`src/rtl/pipe_hazard_ctrl_pkg.sv`:
```
// Shared types for the MIPS pipeline hazard controller: FSM state encoding and register constants.
// Pure declarations; no latency and no backpressure of its own.
package mips_pipe_pkg;

    typedef enum logic [1:0] {
        RUN        = 2'd0,
        MEM_WAIT   = 2'd1,
        FLUSH_PEND = 2'd2
    } hz_state_t;

    localparam int REG_W_DEFAULT = 5;
    localparam logic [REG_W_DEFAULT-1:0] REG_ZERO = '0;

endpackage

```
`src/rtl/pipe_hazard_ctrl_if.sv`:
```
// Hazard-controller bundle: master is the pipeline (drives hazard sources), slave is the controller.
// With HAZARD_PERF_EN defined the bundle also carries the two 32-bit performance counters.
interface pipe_hazard_ctrl_if #(
    parameter int REG_W = mips_pipe_pkg::REG_W_DEFAULT
);
    logic [REG_W-1:0] id_rs;
    logic [REG_W-1:0] id_rt;
    logic             id_uses_rt;
    logic             ex_mem_read;
    logic [REG_W-1:0] ex_rt;
    logic             mispredict;
    logic             id_jump;
    logic             dmem_req;
    logic             dmem_ready;

    logic             pc_stall;
    logic             ifid_stall;
    logic             ifid_flush;
    logic             idex_flush;
    logic             exmem_stall;
    logic             mem_timeout;
    logic [1:0]       busy_state;

`ifdef HAZARD_PERF_EN
    logic [31:0]      perf_stall_cnt;
    logic [31:0]      perf_flush_cnt;

    modport master (
        output id_rs, id_rt, id_uses_rt, ex_mem_read, ex_rt,
               mispredict, id_jump, dmem_req, dmem_ready,
        input  pc_stall, ifid_stall, ifid_flush, idex_flush,
               exmem_stall, mem_timeout, busy_state,
               perf_stall_cnt, perf_flush_cnt
    );

    modport slave (
        input  id_rs, id_rt, id_uses_rt, ex_mem_read, ex_rt,
               mispredict, id_jump, dmem_req, dmem_ready,
        output pc_stall, ifid_stall, ifid_flush, idex_flush,
               exmem_stall, mem_timeout, busy_state,
               perf_stall_cnt, perf_flush_cnt
    );
`else
    modport master (
        output id_rs, id_rt, id_uses_rt, ex_mem_read, ex_rt,
               mispredict, id_jump, dmem_req, dmem_ready,
        input  pc_stall, ifid_stall, ifid_flush, idex_flush,
               exmem_stall, mem_timeout, busy_state
    );

    modport slave (
        input  id_rs, id_rt, id_uses_rt, ex_mem_read, ex_rt,
               mispredict, id_jump, dmem_req, dmem_ready,
        output pc_stall, ifid_stall, ifid_flush, idex_flush,
               exmem_stall, mem_timeout, busy_state
    );
`endif

endinterface

```
`src/rtl/pipe_hazard_ctrl_perf_cnt.sv`:
```
// Free-running 32-bit counters of stall cycles and IF/ID flush cycles, wrapping at 2^32.
// Latency: counts visible the cycle after the event; no backpressure.
module hazard_perf_cnt (
    input  logic        clock,
    input  logic        reset,
    input  logic        stall,
    input  logic        flush,
    output logic [31:0] stall_cnt,
    output logic [31:0] flush_cnt
);

    always_ff @(posedge clock or posedge reset) begin
        if (reset) begin
            stall_cnt <= '0;
            flush_cnt <= '0;
        end else begin
            if (stall) stall_cnt <= stall_cnt + 32'd1;
            if (flush) flush_cnt <= flush_cnt + 32'd1;
        end
    end

endmodule

```
`src/rtl/pipe_hazard_ctrl.sv`:
```
// Stall/flush sequencer for the 5-stage pipeline; controls are combinational off a registered FSM.
// Backpressure: dmem wait holds PC..EX/MEM; build with HAZARD_PERF_EN for the perf counters.
module pipe_hazard_ctrl
    import mips_pipe_pkg::*;
#(
    parameter int REG_W       = REG_W_DEFAULT,
    parameter int MEM_TIMEOUT = 64
) (
    input  logic               clock,
    input  logic               reset,
    pipe_hazard_ctrl_if.slave  bus
);

    localparam int              CNT_W   = $clog2(MEM_TIMEOUT + 1);
    localparam logic [CNT_W-1:0] CNT_MAX = CNT_W'(MEM_TIMEOUT);

    hz_state_t        state_q, state_d;
    logic [CNT_W-1:0] wait_cnt_q, wait_cnt_d;
    logic             flush_pend_q, flush_pend_d;

    logic [REG_W-1:0] rs, rt, ld_rt;
    logic             load_use;
    logic             pc_stall_c, ifid_stall_c, ifid_flush_c, idex_flush_c;
    logic             exmem_stall_c, mem_timeout_c;

    assign rs    = bus.id_rs;
    assign rt    = bus.id_rt;
    assign ld_rt = bus.ex_rt;

    assign load_use = bus.ex_mem_read && (ld_rt != REG_W'(REG_ZERO)) &&
                      ((ld_rt == rs) || (bus.id_uses_rt && (ld_rt == rt)));

    always_ff @(posedge clock or posedge reset) begin
        if (reset) begin
            state_q      <= RUN;
            wait_cnt_q   <= '0;
            flush_pend_q <= 1'b0;
        end else begin
            state_q      <= state_d;
            wait_cnt_q   <= wait_cnt_d;
            flush_pend_q <= flush_pend_d;
        end
    end

    always_comb begin
        state_d       = state_q;
        wait_cnt_d    = wait_cnt_q;
        flush_pend_d  = flush_pend_q;
        pc_stall_c    = 1'b0;
        ifid_stall_c  = 1'b0;
        ifid_flush_c  = 1'b0;
        idex_flush_c  = 1'b0;
        exmem_stall_c = 1'b0;
        mem_timeout_c = 1'b0;

        unique case (state_q)
            RUN: begin
                if (bus.dmem_req && !bus.dmem_ready) begin
                    // Memory wait outranks a mispredict; the redirect is replayed after the wait.
                    pc_stall_c    = 1'b1;
                    ifid_stall_c  = 1'b1;
                    exmem_stall_c = 1'b1;
                    flush_pend_d  = bus.mispredict;
                    wait_cnt_d    = CNT_W'(1);
                    state_d       = MEM_WAIT;
                end else if (bus.mispredict) begin
                    ifid_flush_c = 1'b1;
                    idex_flush_c = 1'b1;
                end else if (load_use) begin
                    pc_stall_c   = 1'b1;
                    ifid_stall_c = 1'b1;
                    idex_flush_c = 1'b1;
                end else if (bus.id_jump) begin
                    ifid_flush_c = 1'b1;
                end
            end
            MEM_WAIT: begin
                if (bus.dmem_ready) begin
                    flush_pend_d = flush_pend_q || bus.mispredict;
                    wait_cnt_d   = '0;
                    state_d      = (flush_pend_q || bus.mispredict) ? FLUSH_PEND : RUN;
                end else if (wait_cnt_q == CNT_MAX) begin
                    // Abort drops the stalled access and any redirect queued behind it.
                    pc_stall_c    = 1'b1;
                    ifid_stall_c  = 1'b1;
                    exmem_stall_c = 1'b1;
                    idex_flush_c  = 1'b1;
                    mem_timeout_c = 1'b1;
                    flush_pend_d  = 1'b0;
                    wait_cnt_d    = '0;
                    state_d       = RUN;
                end else begin
                    pc_stall_c    = 1'b1;
                    ifid_stall_c  = 1'b1;
                    exmem_stall_c = 1'b1;
                    flush_pend_d  = flush_pend_q || bus.mispredict;
                    if (wait_cnt_q != '1) wait_cnt_d = wait_cnt_q + 1'b1;
                end
            end
            FLUSH_PEND: begin
                ifid_flush_c = 1'b1;
                idex_flush_c = 1'b1;
                flush_pend_d = 1'b0;
                state_d      = RUN;
            end
            default: begin
                flush_pend_d = 1'b0;
                wait_cnt_d   = '0;
                state_d      = RUN;
            end
        endcase
    end

    assign bus.pc_stall    = !reset && pc_stall_c;
    assign bus.ifid_stall  = !reset && ifid_stall_c;
    assign bus.ifid_flush  = !reset && ifid_flush_c;
    assign bus.idex_flush  = !reset && idex_flush_c;
    assign bus.exmem_stall = !reset && exmem_stall_c;
    assign bus.mem_timeout = !reset && mem_timeout_c;
    assign bus.busy_state  = reset ? 2'b00 : state_q;

`ifdef HAZARD_PERF_EN
    hazard_perf_cnt u_perf (
        .clock     (clock),
        .reset     (reset),
        .stall     (bus.pc_stall),
        .flush     (bus.ifid_flush),
        .stall_cnt (bus.perf_stall_cnt),
        .flush_cnt (bus.perf_flush_cnt)
    );
`endif

endmodule

```
`src/flat_wrapper.sv`:
```
// flat-port wrapper written by rule: the top's interface ports become plain ports
module pipe_hazard_ctrl_flat import mips_pipe_pkg::*;
#(
    parameter int REG_W       = REG_W_DEFAULT,
    parameter int MEM_TIMEOUT = 64
)
  (clock, reset, bus_id_rs, bus_id_rt, bus_id_uses_rt, bus_ex_mem_read, bus_ex_rt, bus_mispredict, bus_id_jump, bus_dmem_req, bus_dmem_ready, bus_pc_stall, bus_ifid_stall, bus_ifid_flush, bus_idex_flush, bus_exmem_stall, bus_mem_timeout, bus_busy_state);
  pipe_hazard_ctrl_if #(.REG_W(REG_W)) bus_i ();
  input  logic clock;
  input  logic reset;
  input wire logic [$bits(bus_i.id_rs)-1:0] bus_id_rs;
  input wire logic [$bits(bus_i.id_rt)-1:0] bus_id_rt;
  input wire logic [$bits(bus_i.id_uses_rt)-1:0] bus_id_uses_rt;
  input wire logic [$bits(bus_i.ex_mem_read)-1:0] bus_ex_mem_read;
  input wire logic [$bits(bus_i.ex_rt)-1:0] bus_ex_rt;
  input wire logic [$bits(bus_i.mispredict)-1:0] bus_mispredict;
  input wire logic [$bits(bus_i.id_jump)-1:0] bus_id_jump;
  input wire logic [$bits(bus_i.dmem_req)-1:0] bus_dmem_req;
  input wire logic [$bits(bus_i.dmem_ready)-1:0] bus_dmem_ready;
  output wire logic [$bits(bus_i.pc_stall)-1:0] bus_pc_stall;
  output wire logic [$bits(bus_i.ifid_stall)-1:0] bus_ifid_stall;
  output wire logic [$bits(bus_i.ifid_flush)-1:0] bus_ifid_flush;
  output wire logic [$bits(bus_i.idex_flush)-1:0] bus_idex_flush;
  output wire logic [$bits(bus_i.exmem_stall)-1:0] bus_exmem_stall;
  output wire logic [$bits(bus_i.mem_timeout)-1:0] bus_mem_timeout;
  output wire logic [$bits(bus_i.busy_state)-1:0] bus_busy_state;
  assign bus_i.id_rs = bus_id_rs;
  assign bus_i.id_rt = bus_id_rt;
  assign bus_i.id_uses_rt = bus_id_uses_rt;
  assign bus_i.ex_mem_read = bus_ex_mem_read;
  assign bus_i.ex_rt = bus_ex_rt;
  assign bus_i.mispredict = bus_mispredict;
  assign bus_i.id_jump = bus_id_jump;
  assign bus_i.dmem_req = bus_dmem_req;
  assign bus_i.dmem_ready = bus_dmem_ready;
  assign bus_pc_stall = bus_i.pc_stall;
  assign bus_ifid_stall = bus_i.ifid_stall;
  assign bus_ifid_flush = bus_i.ifid_flush;
  assign bus_idex_flush = bus_i.idex_flush;
  assign bus_exmem_stall = bus_i.exmem_stall;
  assign bus_mem_timeout = bus_i.mem_timeout;
  assign bus_busy_state = bus_i.busy_state;
  pipe_hazard_ctrl #(.REG_W(REG_W), .MEM_TIMEOUT(MEM_TIMEOUT)) u_core (.clock(clock), .reset(reset), .bus(bus_i));
endmodule
```
`config.mk`:
```
export PLATFORM = sky130hd
export DESIGN_NAME = pipe_hazard_ctrl_flat
export DESIGN_NICKNAME = d
export VERILOG_FILES = /design/src/rtl/pipe_hazard_ctrl_pkg.sv /design/src/rtl/pipe_hazard_ctrl_if.sv /design/src/rtl/pipe_hazard_ctrl_perf_cnt.sv /design/src/rtl/pipe_hazard_ctrl.sv /design/src/flat_wrapper.sv
export SDC_FILE = /design/constraint.sdc
export NUM_CORES = 1
export LEC_CHECK = 0
export CORE_MARGIN = 4
export CORE_UTILIZATION = 35
export DETAILED_ROUTE_END_ITERATION = 16
export GPL_TIMING_DRIVEN = 0
export PLACE_DENSITY_LB_ADDON = 0.3
export SETUP_SLACK_MARGIN = 0.3
export SLEW_MARGIN = 25
export SYNTH_ARGS = -nofsm -noshare
export SYNTH_HDL_FRONTEND = slang
export SYNTH_SLANG_ARGS = --single-unit
```
`constraint.sdc`:
```
create_clock -name clock -period 4.65 [get_ports clock]
set_input_delay 0.465 -clock clock [delete_from_list [all_inputs] [get_ports clock]]
set_output_delay 0.465 -clock clock [all_outputs]
set_load 0.005 [all_outputs]
```
==> metrics.yaml, run 1 <==
clkLatencyLatePin_ns: 0.27
synth-compound-area-share_pct: 21.5
synth.area.top_cells: "dfrtp_1 (31%), nor2_1 (7.4%), xor2_1 (6.5%)"
cts_root_buf: "clkbuf_4"
hold_buffers: 0
grt_util_met2_pct: 23.4
avgSynthCellArea_sq_um: 7.94
cell_internal_pwr_uw: 183
synthTopCellsByCount: "nor2_1 (16), dfrtp_1 (10), o21ai_0 (10)"
ys_warn_count: 0
crit_path_end_kind: "output port"
syn2layout_area_growth_pct: 45.9
clkTransAtPathRegs_ns: 0.07
clock_path_buffers: 2
hp-class: "register to register"
synthMuxAreaShare_pct: 0
syn_inst: 102
io_buffers: 30
p_sw_share_pct: 28.1
power_frac_comb_pct: 30.2
antenna_cells: 0
ant_nets: 0
yosysSeqAreaShare_pct: 30.9
synth_largest_area_cell: "dfrtp_1"
die_w_microns: 56.1
cts_buffers: 3
synth-edff-count: 0
holdWs_ns: 0.535
dieArea_sq_um: 3150
critPathMaxFanout: 3
busiest_layer: "met2"
synth_top_family_by_area: "simple AND/OR/NAND/NOR gates"
synthArstFlopShare_pct: 100
wirelength_mm: 2.09
final_max_slew_viol_count: 0
setup_viol: 0
synthFlopType: "dfrtp_1"
cts_tree: "done"
nets: 162
grt_overflow: 0
timing_hold_violations_final: 0
grt_pass1_wl_mm: 3.55
wl_per_cell_microns: 12.7
num_io_pins: 31
fin_setup_tns_ns: 0
slew_headroom_pct: 72.5
critPathLaunchType: "input pin"
critical_path_class: "input pin to output port"
antenna_found_initial: 0
skew_ns: 0.00111
synth-seq-cells: 10
layout.cells.non_filler: 164
grt_util_met1_pct: 16.9
synth_xor_area_share_pct: 10.8
rsz0062_at_grt: "no"
maxCapViolations: 0
fin_crit_ns: 3.06
period_share_pct: 65.8
drt_pass1_iterations: 4
finalWeightedCongestion: 0.816
fill_cells: 209
clkPwrFrac_pct: 30.9
detailed_place_hpwl_mm: 1.65
placed_cells: 160
syn_area_sq_um: 810
cts_max_level: 1
critPathRequiredTime_ns: 4.18
synth-simple-area-share_pct: 30.0
cts_resized: 0
grt.total_usage_pct: 13.8
power.switching_uw: 71.5
cts_setup_buffers: 0
worst_slew_pin_slew_ns: 0.413
post-synth-top-count-cell: "nor2_1"
drcViolationCount: 0
grtUsageMet3_pct: 4.64
grt_max_degree: 12
synth_cell_types: 32
synth_top_area_share_pct: 30.9
status: "finished clean"
core-area_sq_um: 2210
num_rows: 17
seq_power_share_pct: 38.9
drive_gt1_share_pct: 8.82
drtIter0Drc: 20
arrival_ns: 2.60
vias_per_cell: 5.09
power.density_nw_per_um2: 215
synthAdderAreaFrac_pct: 3.09
num_vias: 834
chipHeight_microns: 56.1
first_global_vias: 832
p_leak_nw: 0.482
cts_sinks: 10
final_core_util_pct: 53.4
fmax_mhz: 327
start_util_pct: 36.6
syn_nets: 127
peakVddDrop_mv: 0.203
## power groups by stage
stage / logic, mW / registers, mW / clock network (mW)
5_1_grt: 0.0858 / 0.0999 / 0.0858
6_report: 0.0766 / 0.0988 / 0.0786
4_1_cts: 0.0775 / 0.0987 / 0.0822
3_5_place_dp: 0.0770 / 0.100 / 0
2_1_floorplan: 0.0383 / 0.0990 / 0
3_3_place_gp: 0.0749 / 0.100 / 0
## cell type report
class                      instances  area [sq um]  share of cell area, %
clock buffer                       4          36.3                   3.07
multi-input combinational         85           529                   44.8
timing repair buffer              30           300                   25.4
sequential                        10           250                   21.2
buffer                             2          11.3                  0.953
inverter                           5          18.8                   1.59
tap                               28          35.0                   2.97
## layer usage
layer  share of wire (%)  wire length (microns)  vias to the layer above
li1                    -                      -                      429
met1                  45                    945                      374
met2                  47                    985                       29
met3                 7.0                    145                        2
met4                0.43                      9                        0
met5                   0                      0                        -
## state kept, by name, indices dropped and copies added, names as in the netlist
register / cells
u_core.flush_pend_q: 1
u_core.wait_cnt_q: 7
u_core.state_q: 2
## metrics by stage
stage	setup WS, ns	cell area, sq um	power (mW)
after floorplan	2.66	810	0.137
after CTS	1.60	1180	0.258
after global placement	1.59	1140	0.175
after global routing	1.41	1180	0.271
final	1.59	1180	0.254
after detailed placement	1.60	1140	0.177
## layout by cell type, fill, tap and decap left out, drive strengths merged
cell,n
or2,2
dfrtp,10
nor4,2
nor2,17
inv,5
o2111a,1
o221ai,1
nand3,3
o211ai,1
clkbuf,5
o31ai,1
xnor2,4
and3,1
ha,2
o21ai,10
o22ai,2
a21oi,7
nand2,9
nor3,3
o41ai,1
buf,1
xor2,6
or4,1
nor2b,3
nand4bb,1
or3,1
clkdlybuf4s50,30
nand2b,4
a41o,2
## critical path: stages
cell and delay [ns]:
clkdlybuf4s50_1 0.46, xor2_1 0.18, nor4_1 0.28, and3_1 0.20
o221ai_1 0.16, o22ai_1 0.22, buf_4 0.14, clkdlybuf4s50_1 0.49
## worst paths after layout
check | start | endpoint | slack [ns] | cells after the start
max in group asynchronous | reset | u_core.wait_cnt_q[1] | 3.69 | 2
hold reg to reg | u_core.wait_cnt_q[6] | u_core.wait_cnt_q[6] | 0.53 | 2
setup / recovery | bus_ex_rt[3] | bus_pc_stall | 1.59 | 8
setup reg to reg | u_core.wait_cnt_q[0] | u_core.wait_cnt_q[5] | 2.93 | 6
hold / removal | u_core.wait_cnt_q[6] | u_core.wait_cnt_q[6] | 0.53 | 2
min in group asynchronous | reset | u_core.state_q[0] | 0.67 | 2
## logic make-up after synthesis
group / Yosys count
AO/OA/AOI/OAI: 26
XOR/XNOR: 10
adder cells (fa/ha/maj): 2
buffers and inverters: 7
flip-flops: 10
AND/OR/NAND/NOR: 47
No activity file was read; power rests on OpenSTA's default activity.
==> run 2, diff against run 1 <==
==> constraint.sdc (replaced) <==
create_clock -name clock -period 3.15 [get_ports clock]
set_input_delay 0.315 -clock clock [delete_from_list [all_inputs] [get_ports clock]]
set_output_delay 0.315 -clock clock [all_outputs]
set_load 0.005 [all_outputs]
==> metrics.yaml, run 2 (synthesized netlist as in run 1, its figures left out) <==
worstHoldStart: "u_core.wait_cnt_q[6]"
slowest_delay_ns: 0.52
final_common_cell: "clkdlybuf4s50_1"
largest_register: "u_core.wait_cnt_q"
detailed_place_hpwl_mm: 1.65
mostFrequentLayoutCells: "clkdlybuf4s50_1 (30), nor2_1 (16), o21ai_0 (10), dfrtp_1 (10), nand2_1 (9)"
final_area_sq_um: 1190
final_max_slew_viol_count: 0
maxCapViolations: 0
drcViolationCount: 0
rsz0062_at_grt: "no"
vias_per_cell: 5.09
critPathLaunch: "u_core.wait_cnt_q[0]"
cts_buffers: 3
cts_setup_buffers: 0
critical_path_class: "register to output port"
total_power_uw: 377
arrival_ns: 2.34
critPathLaunchType: "register"
dieArea_sq_um: 3150
seq_area_sq_um: 250
status: "finished clean"
hold_buffers: 0
chipHeight_microns: 56.1
setup_viol: 0
timing_hold_violations_final: 0
critPathMaxFanout: 4
grt_max_degree: 12
slew_headroom_pct: 72.1
num_rows: 17
crit_path_end_kind: "output port"
grt_overflow: 0
critPathSlowestCell: "clkdlybuf4s50_1"
first_global_vias: 832
fill_cells: 208
critPathRequiredTime_ns: 2.83
top_regs: "u_core.wait_cnt_q (7), u_core.state_q (2), u_core.flush_pend_q (1)"
clkTransAtPathRegs_ns: 0.07
start_util_pct: 36.6
p_leak_nw: 0.484
hp-class: "register to register"
syn2layout_area_growth_pct: 47.4
cts_max_level: 1
drtIter0Drc: 24
fin_crit_ns: 2.65
wl_per_cell_microns: 12.8
cts_sinks: 10
antenna_found_initial: 0
fmax_mhz: 377
num_vias: 834
cts_tree: "done"
finalWeightedCongestion: 0.816
period_share_pct: 84.2
skew_ns: 0.00134
core-area_sq_um: 2210
critPathBufInv: 2
io_buffers: 30
worstPathCellList: "inv_1, ha_1, nand4bb_1, or2_2, o22ai_1, o21ai_0, a21oi_1, clkdlybuf4s50_1"
fin_setup_tns_ns: 0
worst_slew_pin_slew_ns: 0.414
clkLatencyLatePin_ns: 0.27
peakVddDrop_mv: 0.300
num_io_pins: 31
ant_nets: 0
drive_gt1_share_pct: 10.3
nets: 162
antenna_cells: 0
placed_cell_area_sq_um: 1140
multi_input_area_sq_um: 542
die_w_microns: 56.1
cts_root_buf: "clkbuf_4"
cts_resized: 0
grt_pass1_wl_mm: 3.55
largest_reg_flops: 7
rr_startpoint: "u_core.wait_cnt_q[0]"
power.density_nw_per_um2: 316
path_delay_family: "buffers and inverters"
clock_path_buffers: 2
drt_pass1_iterations: 4
wirelength_mm: 2.11
grt.total_usage_pct: 13.8
run 2: cell counts in the layout (fill, tap and decap cells not counted):
Identical to the previous run, type by type.
run 2: worst paths after layout:
path	endpoint	slack, ns	cells past startpoint
hold reg to reg	u_core.wait_cnt_q[6]	0.53	2
setup / recovery	bus_idex_flush	0.50	8
min in group asynchronous	u_core.state_q[0]	0.54	2
max in group asynchronous	u_core.wait_cnt_q[1]	2.32	2
hold / removal	u_core.wait_cnt_q[6]	0.53	2
setup reg to reg	u_core.wait_cnt_q[5]	1.43	6
run 2: routing by layer:
metal / routed length [microns] / part of all wire (%) / track usage (%)
met1: 955 / 45 / 16.9
met2: 1000 / 48 / 23.4
met3: 141 / 6.7 / 4.64
met4: 9 / 0.43 / 3.05
met5: 0 / 0 / 0
run 2: tightest hold or removal path, stage by stage (launching register included):
cell and delay [ns]:
dfrtp_1 0.38, a21oi_1 0.05, nor2_1 0.07
run 2: final cells by class:
class | instances | area share (%)
repair buffers | 30 | 25.2
inverters | 5 | 1.57
clock buffers | 4 | 3.04
flip-flops and latches | 10 | 21.0
plain buffers | 2 | 0.943
well taps | 28 | 2.94
multi-input cells | 85 | 45.4
run 2: metrics by stage:
step                      hold WS, ns  util, %  cells  setup slack, ns
after floorplan                 0.161        -    102             1.43
after global placement          0.507     51.8    160            0.386
after detailed placement        0.517     51.8    160            0.405
after CTS                       0.531     53.4    164            0.397
after global routing            0.567     54.0    164            0.313
final                           0.535     54.0    164            0.497
run 2: power breakdown:
part           switching [mW]  internal (mW)  total (mW)
Clock                  0.0460         0.0702       0.116
Combinational          0.0518         0.0630       0.115
Sequential            0.00898          0.137       0.146
==> run 3, diff against run 2 <==
==> constraint.sdc (replaced) <==
create_clock -name clock -period 2.52 [get_ports clock]
set_input_delay 0.252 -clock clock [delete_from_list [all_inputs] [get_ports clock]]
set_output_delay 0.252 -clock clock [all_outputs]
set_load 0.005 [all_outputs]
==> metrics.yaml, run 3 (synthesized netlist as in run 1, its figures left out) <==
power.density_nw_per_um2: 381
critPathSlowestCell: "dfrtp_1"
critical_path_class: "register to output port"
cts_root_buf: "clkbuf_4"
setup_viol: 0
peakVddDrop_mv: 0.378
holdWs_ns: 0.505
slew_headroom_pct: 72.0
grt_pass1_wl_mm: 3.82
fill_cells: 208
core-area_sq_um: 2210
finalWeightedCongestion: 0.816
p_leak_nw: 0.551
wirelength_mm: 2.24
multi_input_area_sq_um: 583
grt_overflow: 0
slowest_delay_ns: 0.41
num_io_pins: 31
start_util_pct: 36.6
ant_nets: 0
r2r_setup_slack_ns: 0.71
final_core_util_pct: 56.9
total_power_uw: 480
critPathRequiredTime_ns: 2.27
cts_max_level: 1
wl_per_cell_microns: 13.3
rsz0062_at_grt: "no"
largest_register: "u_core.wait_cnt_q"
worstPathCellList: "or2_2, or2_4, o22ai_4, o21ai_1, a21oi_1, clkdlybuf4s15_1"
num_vias: 870
maxCapViolations: 0
period_share_pct: 83.4
antenna_cells: 0
fin_setup_tns_ns: 0
dieArea_sq_um: 3150
hp-class: "input pin to asynchronous set/reset pin"
largest_reg_flops: 7
fmax_mhz: 476
chipHeight_microns: 56.1
skew_ns: 0.00135
antenna_found_initial: 0
detailed_place_hpwl_mm: 1.65
first_global_vias: 867
fin_crit_ns: 2.10
arrival_ns: 1.85
drt_pass1_iterations: 4
drtIter0Drc: 26
grt.total_usage_pct: 15.1
drive_gt1_share_pct: 17.1
top_regs: "u_core.wait_cnt_q (7), u_core.state_q (2), u_core.flush_pend_q (1)"
clock_path_buffers: 2
io_buffers: 30
final_common_cell: "clkdlybuf4s50_1"
final_max_slew_viol_count: 0
vias_per_cell: 5.18
status: "finished clean"
crit_path_end_kind: "output port"
seq_area_sq_um: 250
drcViolationCount: 0
final_area_sq_um: 1260
timing_hold_violations_final: 0
clkTransAtPathRegs_ns: 0.07
mostFrequentLayoutCells: "clkdlybuf4s50_1 (19), nor2_1 (16), dfrtp_1 (10)"
cts_sinks: 10
clkLatencyLatePin_ns: 0.27
critPathMaxFanout: 5
cts_tree: "done"
num_rows: 17
nets: 166
worst_slew_pin_slew_ns: 0.420
placed_cell_area_sq_um: 1140
critPathLaunchType: "register"
die_w_microns: 56.1
cts_buffers: 3
syn2layout_area_growth_pct: 55.5
grt_max_degree: 12
## run 3: changes by cell type in the layout (fill, tap and decap cells not counted), sizes merged
cell,delta
dlygate4sd2,+6
clkdlybuf4s15,+2
dlymetal6s2s,+2
buf,+4
clkdlybuf4s50,-11
clkbuf,+1
## run 3: timing repair
| action | in CTS | in global routing |
|---|---|---|
| endpoints found under the hold margin | 0 | 0 |
| cloned | 0 | 0 |
| pin swaps | 5 | 5 |
| hold buffers | 0 | 0 |
| setup endpoints to repair | 5 | 5 |
| resized for setup | 17 | 11 |
| setup buffers | 3 | 1 |
## run 3: final timing paths
check                           cells after the start            startpoint                    to
max in group asynchronous                           2                 reset  u_core.wait_cnt_q[1]
worst min-delay path                                2                 reset     u_core.state_q[0]
min in group clock                                  1  u_core.wait_cnt_q[3]  u_core.wait_cnt_q[3]
worst max-delay path                                6  u_core.wait_cnt_q[4]        bus_idex_flush
worst max register to register                      7  u_core.wait_cnt_q[0]  u_core.wait_cnt_q[5]
worst min register to register                      1  u_core.wait_cnt_q[3]  u_core.wait_cnt_q[3]
## run 3: metal layers
| metal | wire (microns) | track usage (%) | up-vias |
|---|---|---|---|
| li1 | - | - | 436 |
| met1 | 982 | 17.7 | 406 |
| met2 | 1110 | 26.9 | 26 |
| met3 | 136 | 4.41 | 2 |
| met4 | 10 | 3.05 | 0 |
| met5 | 0 | 0 | - |
## run 3: worst max-delay path, delay by kind of cell, from the launching register on
kind	cells	cell delay, ns
AOI/OAI and AO/OA	3	0.35
buffers and inverters	1	0.22
DFF	1	0.41
and+or+nand+nor	2	0.60
## run 3: through the flow
step	worst slack (ns)	cells
after floorplan	0.863	102
after global placement	-0.118	160
after CTS	0.280	167
after detailed placement	-0.0993	160
final	0.419	168
after global routing	0.306	168
## run 3: final cells by class
| cell class | instances | share of cell area (%) |
|---|---|---|
| well taps | 28 | 2.78 |
| inverters | 5 | 1.49 |
| multi-input cells | 85 | 46.3 |
| clock buffers | 4 | 2.88 |
| repair buffers | 34 | 25.6 |
| plain buffers | 2 | 0.994 |
| flip-flops and latches | 10 | 19.9 |
## run 3: where the power goes
group	switching (mW)	total (mW)	internal, mW
Sequential	0.00888	0.180	0.171
Clock	0.0579	0.146	0.0878
Combinational	0.0737	0.154	0.0806
